===== config.mk =====
export PLATFORM = sky130hd
export DESIGN_NAME = pid_sample_ctrl
export DESIGN_NICKNAME = d
export VERILOG_FILES = /design/src/rtl/pid_ctrl_pkg.sv /design/src/rtl/sample_tick_gen.sv /design/src/rtl/pid_sample_ctrl.sv
export SDC_FILE = /design/constraint.sdc
export NUM_CORES = 1
export LEC_CHECK = 0
export ABC_AREA = 1
export CAP_MARGIN = 20
export CORE_MARGIN = 4
export CORE_UTILIZATION = 52
export DETAILED_ROUTE_END_ITERATION = 12
export GPL_TIMING_DRIVEN = 0
export MAX_ROUTING_LAYER = met4
export PLACE_DENSITY = 0.85
export SETUP_SLACK_MARGIN = 0.2
export SLEW_MARGIN = 20
export SYNTH_ARGS = -nofsm -noshare
export SYNTH_HDL_FRONTEND = slang
export SYNTH_SLANG_ARGS = --single-unit

===== constraint.sdc =====
create_clock -name clk_i -period 3.7 [get_ports clk_i]
set_input_delay 0.37 -clock clk_i [delete_from_list [all_inputs] [get_ports clk_i]]
set_output_delay 0.37 -clock clk_i [all_outputs]
set_load 0.005 [all_outputs]

===== src/rtl/pid_ctrl_pkg.sv =====
// pid_ctrl_pkg: shared FSM encoding, default widths and duty saturation for the fan PID sequencer.
package pid_ctrl_pkg;

   localparam int DEF_ADC_BITWIDTH  = 8;
   localparam int DEF_DUTY_BITWIDTH = 4;

   typedef enum logic [2:0] {
      S_IDLE,
      S_WAIT_TICK,
      S_CONVERT,
      S_UPDATE,
      S_SETTLE
   } seq_state_t;

   // Negative PID output clamps to 0; otherwise keep the top duty_w bits of the adc_w-bit magnitude.
   function automatic logic [31:0] duty_sat(input logic signed [31:0] v, input int adc_w, input int duty_w);
      return (v < 0) ? 32'd0 : ((32'(v) >> (adc_w - duty_w)) & ((32'd1 << duty_w) - 32'd1));
   endfunction

endpackage


===== src/rtl/sample_tick_gen.sv =====
// sample_tick_gen: free-running sample-period counter; tick when count reaches or passes period.
module sample_tick_gen #(
   parameter int W = 16
) (
   input  logic         clk_i,
   input  logic         rstn_i,
   input  logic         clear,
   input  logic [W-1:0] period,
   output logic         tick
);

   logic [W-1:0] cnt;

   // >= so a period lowered below the running count ticks at once instead of wrapping
   assign tick = !clear && (cnt >= period);

   always_ff @(posedge clk_i or negedge rstn_i)
      if (!rstn_i)
         cnt <= '0;
      else
         cnt <= (clear || tick) ? '0 : cnt + 1'b1;

endmodule


===== src/rtl/pid_sample_ctrl.sv =====
// pid_sample_ctrl: per-sample ADC request, PID strobe and saturated fan duty latch with overrun flag.
// Define PID_SEQ_TIMEOUT_EN to add the ADC conversion watchdog driving timeout_o.
module pid_sample_ctrl
   import pid_ctrl_pkg::*;
#(
   parameter int ADC_BITWIDTH    = DEF_ADC_BITWIDTH,
   parameter int PERIOD_BITWIDTH = 16,
   parameter int DUTY_BITWIDTH   = DEF_DUTY_BITWIDTH,
   parameter int TIMEOUT_CYCLES  = 255
) (
   input  logic                       clk_i,
   input  logic                       rstn_i,
   input  logic                       enable_i,
   input  logic [PERIOD_BITWIDTH-1:0] period_i,
   output logic                       adc_start_o,
   input  logic                       adc_done_i,
   input  logic [ADC_BITWIDTH-1:0]    adc_data_i,
   output logic [ADC_BITWIDTH-1:0]    pid_adc_value_o,
   output logic                       pid_valid_strb_o,
   input  logic [ADC_BITWIDTH:0]      pid_out_i,
   output logic [DUTY_BITWIDTH-1:0]   duty_o,
   output logic                       busy_o,
   output logic                       overrun_o,
   output logic                       timeout_o
);

   seq_state_t state_q, state_d;
   logic       tick;
   logic       to_hit;

   sample_tick_gen #(.W(PERIOD_BITWIDTH)) u_tick (
      .clk_i  (clk_i),
      .rstn_i (rstn_i),
      .clear  (state_q == S_IDLE),
      .period (period_i),
      .tick   (tick)
   );

   assign busy_o = state_q inside {S_CONVERT, S_UPDATE, S_SETTLE};

   always_comb begin
      state_d = state_q;
      case (state_q)
         S_IDLE:      state_d = S_WAIT_TICK;
         S_WAIT_TICK: state_d = tick ? S_CONVERT : S_WAIT_TICK;
         S_CONVERT:   state_d = adc_done_i ? S_UPDATE : to_hit ? S_WAIT_TICK : S_CONVERT;
         S_UPDATE:    state_d = S_SETTLE;
         S_SETTLE:    state_d = S_WAIT_TICK;
         default:     state_d = S_IDLE;
      endcase
      if (!enable_i) state_d = S_IDLE;
   end

   always_ff @(posedge clk_i or negedge rstn_i)
      if (!rstn_i) begin
         state_q          <= S_IDLE;
         adc_start_o      <= 1'b0;
         pid_valid_strb_o <= 1'b0;
         pid_adc_value_o  <= '0;
         duty_o           <= '0;
         overrun_o        <= 1'b0;
      end else begin
         state_q          <= state_d;
         adc_start_o      <= (state_q == S_WAIT_TICK) && (state_d == S_CONVERT);
         pid_valid_strb_o <= (state_d == S_UPDATE);
         if (state_d == S_UPDATE) pid_adc_value_o <= adc_data_i;
         if (state_q == S_SETTLE && state_d == S_WAIT_TICK)
            duty_o <= DUTY_BITWIDTH'(duty_sat(32'(signed'(pid_out_i)), ADC_BITWIDTH, DUTY_BITWIDTH));
         // a tick while a sample is in flight is dropped and only flagged
         overrun_o        <= (state_q != S_IDLE) && (overrun_o || (busy_o && tick));
      end

`ifdef PID_SEQ_TIMEOUT_EN
   localparam int TW = $clog2(TIMEOUT_CYCLES + 1);
   logic [TW-1:0] conv_cnt;

   assign to_hit = (state_q == S_CONVERT) && !adc_done_i && (conv_cnt == TW'(TIMEOUT_CYCLES - 1));

   always_ff @(posedge clk_i or negedge rstn_i)
      if (!rstn_i) begin
         conv_cnt  <= '0;
         timeout_o <= 1'b0;
      end else begin
         conv_cnt  <= (state_q == S_CONVERT) ? conv_cnt + 1'b1 : '0;
         timeout_o <= (state_q != S_IDLE) && (timeout_o || to_hit);
      end
`else
   assign to_hit    = 1'b0;
   assign timeout_o = 1'b0;
`endif

endmodule


==> results by group, run 1 <==
STA
  • RSZ-0062 raised after global routing: no
  • Final hold vios: 0
  • Fin Setup TNS: 0 ns
  • Setup Viol. Count Final: 0
  • Final WS setup: 1.582 ns
  • Slew Limit Fails: 0
  • Post-Route Skew: 0.005150 ns
  • Part of the cycle the worst path needs: 57.24%
  • Min Tclk post-route: 2.118 ns
  • Fmax: 0.4721 GHz
  • Final hold slack: 0.4723 ns

Route
  • Via count: ~1,700
  • DR WL/cell: 11.54 µm
  • Starting DRT DRC Count: 53
  • Pre-Repair DR Iteration Count: 4
  • DRT antenna net count: 0
  • Detailed Route WL: about 4100 µm
  • DR DRC count: 0
  • Via density: 4.854

Power
  • Leak pwr: 1.316 nW
  • Max IR drop VDD: approximately 0.21 mV
  • Power Dens Cells: 289.8 nW/µm²

CTS
  • Skew-Pair Late Insertion Delay: 0.29 ns
  • CTS sink cnt: 34
  • Deepest clock path buffer count: 2
  • CTS tree: built
  • Number of gates resized after CTS: 0
  • H-tree depth: 2
  • Cts bufs inserted: 5
  • CTS Root Cell: clkbuf_8
  • Worst-path clk slew: 0.07 ns

Place
  • Post-Place Worst Slack: between 1 and 1.5 ns
  • Area after DPL: about 2600 µm²
  • Dpl hpwl: between 3000 and 4000 µm
  • PortBufs: between 40 and 50
  • GP Congestion: 0.9198

Synth
  • Synthesis-stage register bit count: 34
  • Post-synth net total: 304
  • Post-synth EDFFs: 0
  • Asr flop ratio synth: 100.0%
  • Sequential area share after synthesis: 41.92%
  • Yosys warns: 0
  • Distinct cells, synth: 27
  • Top cell type's share of synthesized area: 41.92%
  • Post-Synthesis Cells: 250
  • Mapped cell area: 2029 µm²
  • Top cell type by total area after synthesis: dfrtp_1
  • Main synth FF type: dfrtp_1
  • Synth Area per Inst: a little over 8 µm²
  • Ranking of synthesized cells by area: dfrtp_1 (42%), nand2_1 (11%), ha_1 (10%), inv_1 (7.8%), nand4_1 (3.7%)

Die
  • Initial Util: 54.61%
  • Die area: just under 5000 µm²
  • Die W: 70.47 µm
  • Die height: 70.47 µm
  • Std-Cell Core Area: 3716 µm²
  • # rows: 22
  • Ports: 54

Global routing
  • Vias in the first global route: 1,754
  • First-pass GRT wire length: between 7000 and 8000 µm
  • Largest net degree at the start of global routing: 23
  • Grt total ovfl: 0
  • Total track usage: 18.78%
  • Antenna violations before repair: 0

Critical path
  • CP Max Fanout: 10
  • Critical path type: primary input to register
  • Worst setup EP type: register
  • Startpoint type of the worst setup path: primary input
  • Reg2reg path depth: 9
  • Crit path required time: 3.88 ns
  • Worst endpoint data arrival time: approximately 2.3 ns

Layout
  • Antenna cells: 0
  • Final-stage net count: 361
  • Design Area, Final: 2681 µm²
  • Layout cell share with drive strength beyond 1: between 10% and 20%
  • Synthesis-to-layout area growth: 32.12%

Worst hold path
  • Worst Hold Path Cells: 2
  • Hold WC Path Type: register to register

Status
  • Status: finished clean

Flow run
  • # Max-Cap Violations: 0
[per-layer routing]
metal	vias up	global-route usage [%]	share of wire [%]
met5	-	-	0
met4	0	6.170	1.8
met3	9	7.194	8.2
met2	49	29.94	44
met1	756	21.73	46
li1	909	-	-
[stage by stage]
| step | power [mW] | util, % | std cells |
|---|---|---|---|
| 5_1_grt | 0.8179 | 72.15 | 355 |
| 3_5_place_dp | 0.5257 | 69.76 | 347 |
| 4_1_cts | 0.7854 | 72.15 | 355 |
| 2_1_floorplan | 0.4500 | - | 250 |
| 6_report | 0.7771 | 72.15 | 355 |
| 3_3_place_gp | 0.5204 | 69.16 | 346 |
[cells in the final DEF, fill, tap and decap left out, types with 2 or more instances in the layout]
master	count
a21oi_1	10
buf_6	2
clkbuf_8	5
clkdlybuf4s50_1	47
clkinv_2	2
dfrtp_1	34
ha_1	17
inv_1	42
nand2_1	57
nand2_2	5
nand3_1	7
nand3_2	2
nand4_1	12
nor2_1	16
nor2_2	12
nor3_1	6
nor3_2	2
nor3b_1	5
o21ai_0	8
xnor2_1	3
[Yosys cell counts, types with 2 or more instances]
| library cell | number |
|---|---|
| a21oi_1 | 10 |
| buf_6 | 2 |
| dfrtp_1 | 34 |
| ha_1 | 17 |
| inv_1 | 42 |
| nand2_1 | 57 |
| nand2_2 | 5 |
| nand3_1 | 7 |
| nand3_2 | 2 |
| nand4_1 | 12 |
| nor2_1 | 16 |
| nor2_2 | 12 |
| nor3_1 | 6 |
| nor3_2 | 2 |
| nor3b_1 | 5 |
| o21ai_0 | 8 |
| xnor2_1 | 3 |
[cells by family after synthesis]
kind of cell               Yosys count  synth area share [%]
AOI/OAI and AO/OA                   21                 5.611
buffers and inverters               46                 9.433
adders and majority gates           17                 10.48
DFF                                 34                 41.92
other                                1                0.1848
xor gates and xnor gates             4                 1.727
and+or+nand+nor                    127                 30.64
[power by group]
group	switching (mW)	internal (mW)	total (mW)
Sequential	0.00907	0.385	0.394
Combinational	0.0529	0.0715	0.124
Clock	0.132	0.126	0.258
Total	0.194	0.583	0.777
[state kept, by name, summed over array words and instances (netlist names)]
register / flops
pid_adc_value_o: 8
adc_start_o: 1
duty_o: 4
pid_valid_strb_o: 1
overrun_o: 1
state_q: 3
u_tick.cnt: 16
[worst max-delay path, cell delays in order]
cell	delay, ns
clkdlybuf4s50_1	0.46
inv_1	0.04
ha_1	0.28
nand2_1	0.09
nor3_1	0.25
nand2_2	0.11
nand2_2	0.08
nand2_1	0.07
nand2_2	0.18
nand3_2	0.20
nand2_1	0.10
nand2_1	0.05
[layout make-up]
cell class / count / area, µm²
timing repair buffer: 50 / 513.0
inverter: 42 / 157.7
clock buffer: 5 / 68.82
sequential: 34 / 850.8
multi-input combinational: 170 / 987.2
buffer: 4 / 33.78
tap: 48 / 60.06
fill: 288 / 1035
clock inverter: 2 / 10.01
[repair_timing]
item                      4_1_cts  5_1_grt
hold endpoints to repair       12        0
buffers inserted                0        0
hold buffers                    1        0
[worst paths after layout]
| kind | from | to | slack (ns) |
|---|---|---|---|
| setup / recovery | period_i[15] | pid_adc_value_o[6]$_DFFE_PN0N_ | 1.58 |
| hold / removal | pid_adc_value_o[1]$_DFFE_PN0N_ | pid_adc_value_o[1]$_DFFE_PN0N_ | 0.47 |
| max in group asynchronous | rstn_i | u_tick.cnt[15]$_DFF_PN0_ | 2.77 |
| setup reg to reg | u_tick.cnt[11]$_DFF_PN0_ | pid_adc_value_o[6]$_DFFE_PN0N_ | 1.67 |
| hold reg to reg | pid_adc_value_o[1]$_DFFE_PN0N_ | pid_adc_value_o[1]$_DFFE_PN0N_ | 0.47 |
| min in group asynchronous | rstn_i | pid_adc_value_o[2]$_DFFE_PN0N_ | 0.52 |
No activity file was read; power rests on OpenSTA's default activity.
==> run 2: changes to the inputs <==
CORE_UTILIZATION = 44   (was 52)
PLACE_DENSITY = 0.77   (was 0.85)
clock period = 1.75 ns   (was 3.7 ns; I/O delays follow)
==> run 2 against run 1 <==
The run now ends with negative setup slack left; clock skew increased by 0.00079 ns; clock-buffer cell count unchanged; routed wire length increased by 23%; combinational power increased to 2.7 times the previous value; global-route usage decreased by 2.1 points; critical path type is now register to register; largest cell class unchanged.
==> results by group, run 2 (same netlist as run 1, synthesis figures left out) <==
STA
  • Slew @ Worst Pin: roughly 0.66 ns
  • RSZ-0062 raised after global routing: yes
  • Setup Viol. Count Final: 28
  • Final WS setup: -0.1992 ns
  • Post-Route Skew: ~0.0059 ns
  • Min Tclk post-route: slightly below 2 ns
  • Part of the cycle the worst path needs: 111.4%
  • Slew headroom: a little under three fifths
  • Final hold vios: 0
  • Slew Limit Fails: 0
  • Fmax: between 0.5 and 0.6 GHz

CTS
  • H-tree depth: 2
  • Worst-path clk slew: 0.07 ns
  • Skew-Pair Late Insertion Delay: 0.29 ns
  • Cts bufs inserted: 5
  • Deepest clock path buffer count: 2
  • CTS tree: built
  • CTS Root Cell: clkbuf_8
  • CTS sink cnt: 34

Die
  • # rows: 24
  • Die W: 75.92 µm
  • Std-Cell Core Area: 4414 µm²
  • Ports: 54
  • Initial Util: a little under half
  • Die height: about 76 µm
  • Die area: between 5000 and 6000 µm²

Place
  • Area after DPL: ~2600 µm²
  • GP Congestion: 0.7456
  • Post-Place Worst Slack: -0.4671 ns
  • Dpl hpwl: 3200 µm
  • PortBufs: between 40 and 50

Power
  • Power Dens Cells: 605.2 nW/µm²
  • Leak pwr: between 1.5 and 2 nW
  • Max IR drop VDD: 0.5585 mV

Layout
  • Max reg flops: 16
  • Layout cell share with drive strength beyond 1: about a quarter
  • Final Util: 71.23%
  • Most frequent cells in the layout: nand2_1 (52), clkdlybuf4s50_1 (45), inv_1 (41)
  • Most common cell after layout, fill and taps aside: nand2_1
  • Largest regs: u_tick.cnt x16, pid_adc_value_o x8, duty_o x4
  • Most flop-heavy register: u_tick.cnt
  • Final-stage net count: 388
  • Synthesis-to-layout area growth: 54.93%
  • Design Area, Final: 3144 µm²
  • Antenna cells: 0

Critical path
  • Startpoint type of the worst setup path: register
  • Critical path type: register to register
  • Worst setup EP type: register
  • CP Max Fanout: 8
  • Crit path required time: 1.96 ns
  • Worst endpoint data arrival time: 2.16 ns
  • Reg2reg path depth: 10

Route
  • DRT antenna net count: 0
  • Detailed Route WL: 5024 µm
  • Starting DRT DRC Count: about 110
  • Pre-Repair DR Iteration Count: 4
  • DR WL/cell: 12.98 µm
  • Via density: slightly below 5
  • DR DRC count: 0
  • Via count: 1,925

Global routing
  • Total track usage: 16.67%
  • Vias in the first global route: 1,871
  • Largest net degree at the start of global routing: 26
  • Antenna violations before repair: 0
  • Grt total ovfl: 0
  • First-pass GRT wire length: 7776 µm

Flow run
  • # Max-Cap Violations: 0

Status
  • Status: finished, violations left
  • Failing checks: negative setup slack

Worst hold path
  • Hold WC Path Type: primary input to async pin
==> run 2: cell count changes in the layout (fill, tap and decap cells not counted), moves of 4 or more <==
cell,delta
dfrtp_2,+4
buf_12,+4
dfrtp_1,-4
nor2_4,+7
buf_4,+23
ha_1,-4
nand2_1,-5
nor2_2,-6
==> run 2: power breakdown <==
| part | switching [mW] | total [mW] | internal, mW | leakage [nW] |
|---|---|---|---|---|
| sequential | 0.0177 | 0.832 | 0.814 | 0.459 |
| clock | 0.311 | 0.734 | 0.424 | 0.0504 |
| combinational | 0.146 | 0.337 | 0.191 | 0.997 |
| total | 0.474 | 1.90 | 1.43 | 1.51 |
==> run 2: per-layer routing <==
metal | global-route usage [%] | up-vias | wire length, µm
li1 | - | 968 | -
met1 | 17.64 | 888 | 1952
met5 | - | - | 0
met4 | 5.160 | 0 | 81
met2 | 28.17 | 60 | 2644
met3 | 6.872 | 9 | 345
==> run 2: layout make-up <==
class | instances | area [µm²]
sequential | 34 | 855.8
tap | 52 | 65.06
buffer | 4 | 42.54
inverter | 42 | 157.7
multi-input combinational | 171 | 1172
clock buffer | 5 | 68.82
fill | 353 | 1270
timing repair buffer | 76 | 737.0
clock inverter | 3 | 45.04
==> run 2: through the flow <==
step	power (mW)	cells	hold slack [ns]	setup TNS (ns)
final	1.903	387	0.2911	-4.245
after detailed placement	1.116	351	0.06177	-11.13
after global placement	1.106	350	0.4538	-18.68
after floorplan	0.9551	250	-0.1206	-0.007190
after CTS	1.884	378	0.2873	-2.561
after global routing	2.001	387	0.3048	-7.432
==> run 2: worst paths after layout <==
check / startpoint / endpoint / slack [ns]
setup / recovery: u_tick.cnt[5]$_DFF_PN0_ / u_tick.cnt[7]$_DFF_PN0_ / -0.20
hold / removal: rstn_i / duty_o[0]$_DFFE_PN0P_ / 0.29
setup reg to reg: u_tick.cnt[5]$_DFF_PN0_ / u_tick.cnt[7]$_DFF_PN0_ / -0.20
hold reg to reg: pid_adc_value_o[4]$_DFFE_PN0N_ / pid_adc_value_o[4]$_DFFE_PN0N_ / 0.47
max in group asynchronous: rstn_i / u_tick.cnt[6]$_DFF_PN0_ / 1.04
min in group clk_i: adc_data_i[2] / pid_adc_value_o[2]$_DFFE_PN0N_ / 0.44
==> run 2: repair_timing <==
| item | in CTS | in global routing |
|---|---|---|
| hold buffers | 1 | 0 |
| resized for setup | 20 | 21 |
| pin swaps | 6 | 11 |
| setup buffers | 17 | 8 |
| gates cloned | 1 | 1 |
| endpoints found under the hold margin | 9 | 0 |
| endpoints found under the setup margin | 30 | 30 |
==> run 2: critical path, stage by stage (launching register included) <==
cell and delay [ns]:
dfrtp_1 0.39, ha_1 0.30, a21oi_1 0.20, o21a_1 0.16, nand2_2 0.06, nand2_2 0.07, nand2_2 0.06, or2_1 0.24
buf_6 0.15, buf_12 0.13, nor3_2 0.10
==> run 3: changes to the inputs <==
CTS_CLUSTER_DIAMETER = 40   (was not set)
==> results of run 3 <==
Final layout, timing and power as in run 2 (identical DEF).
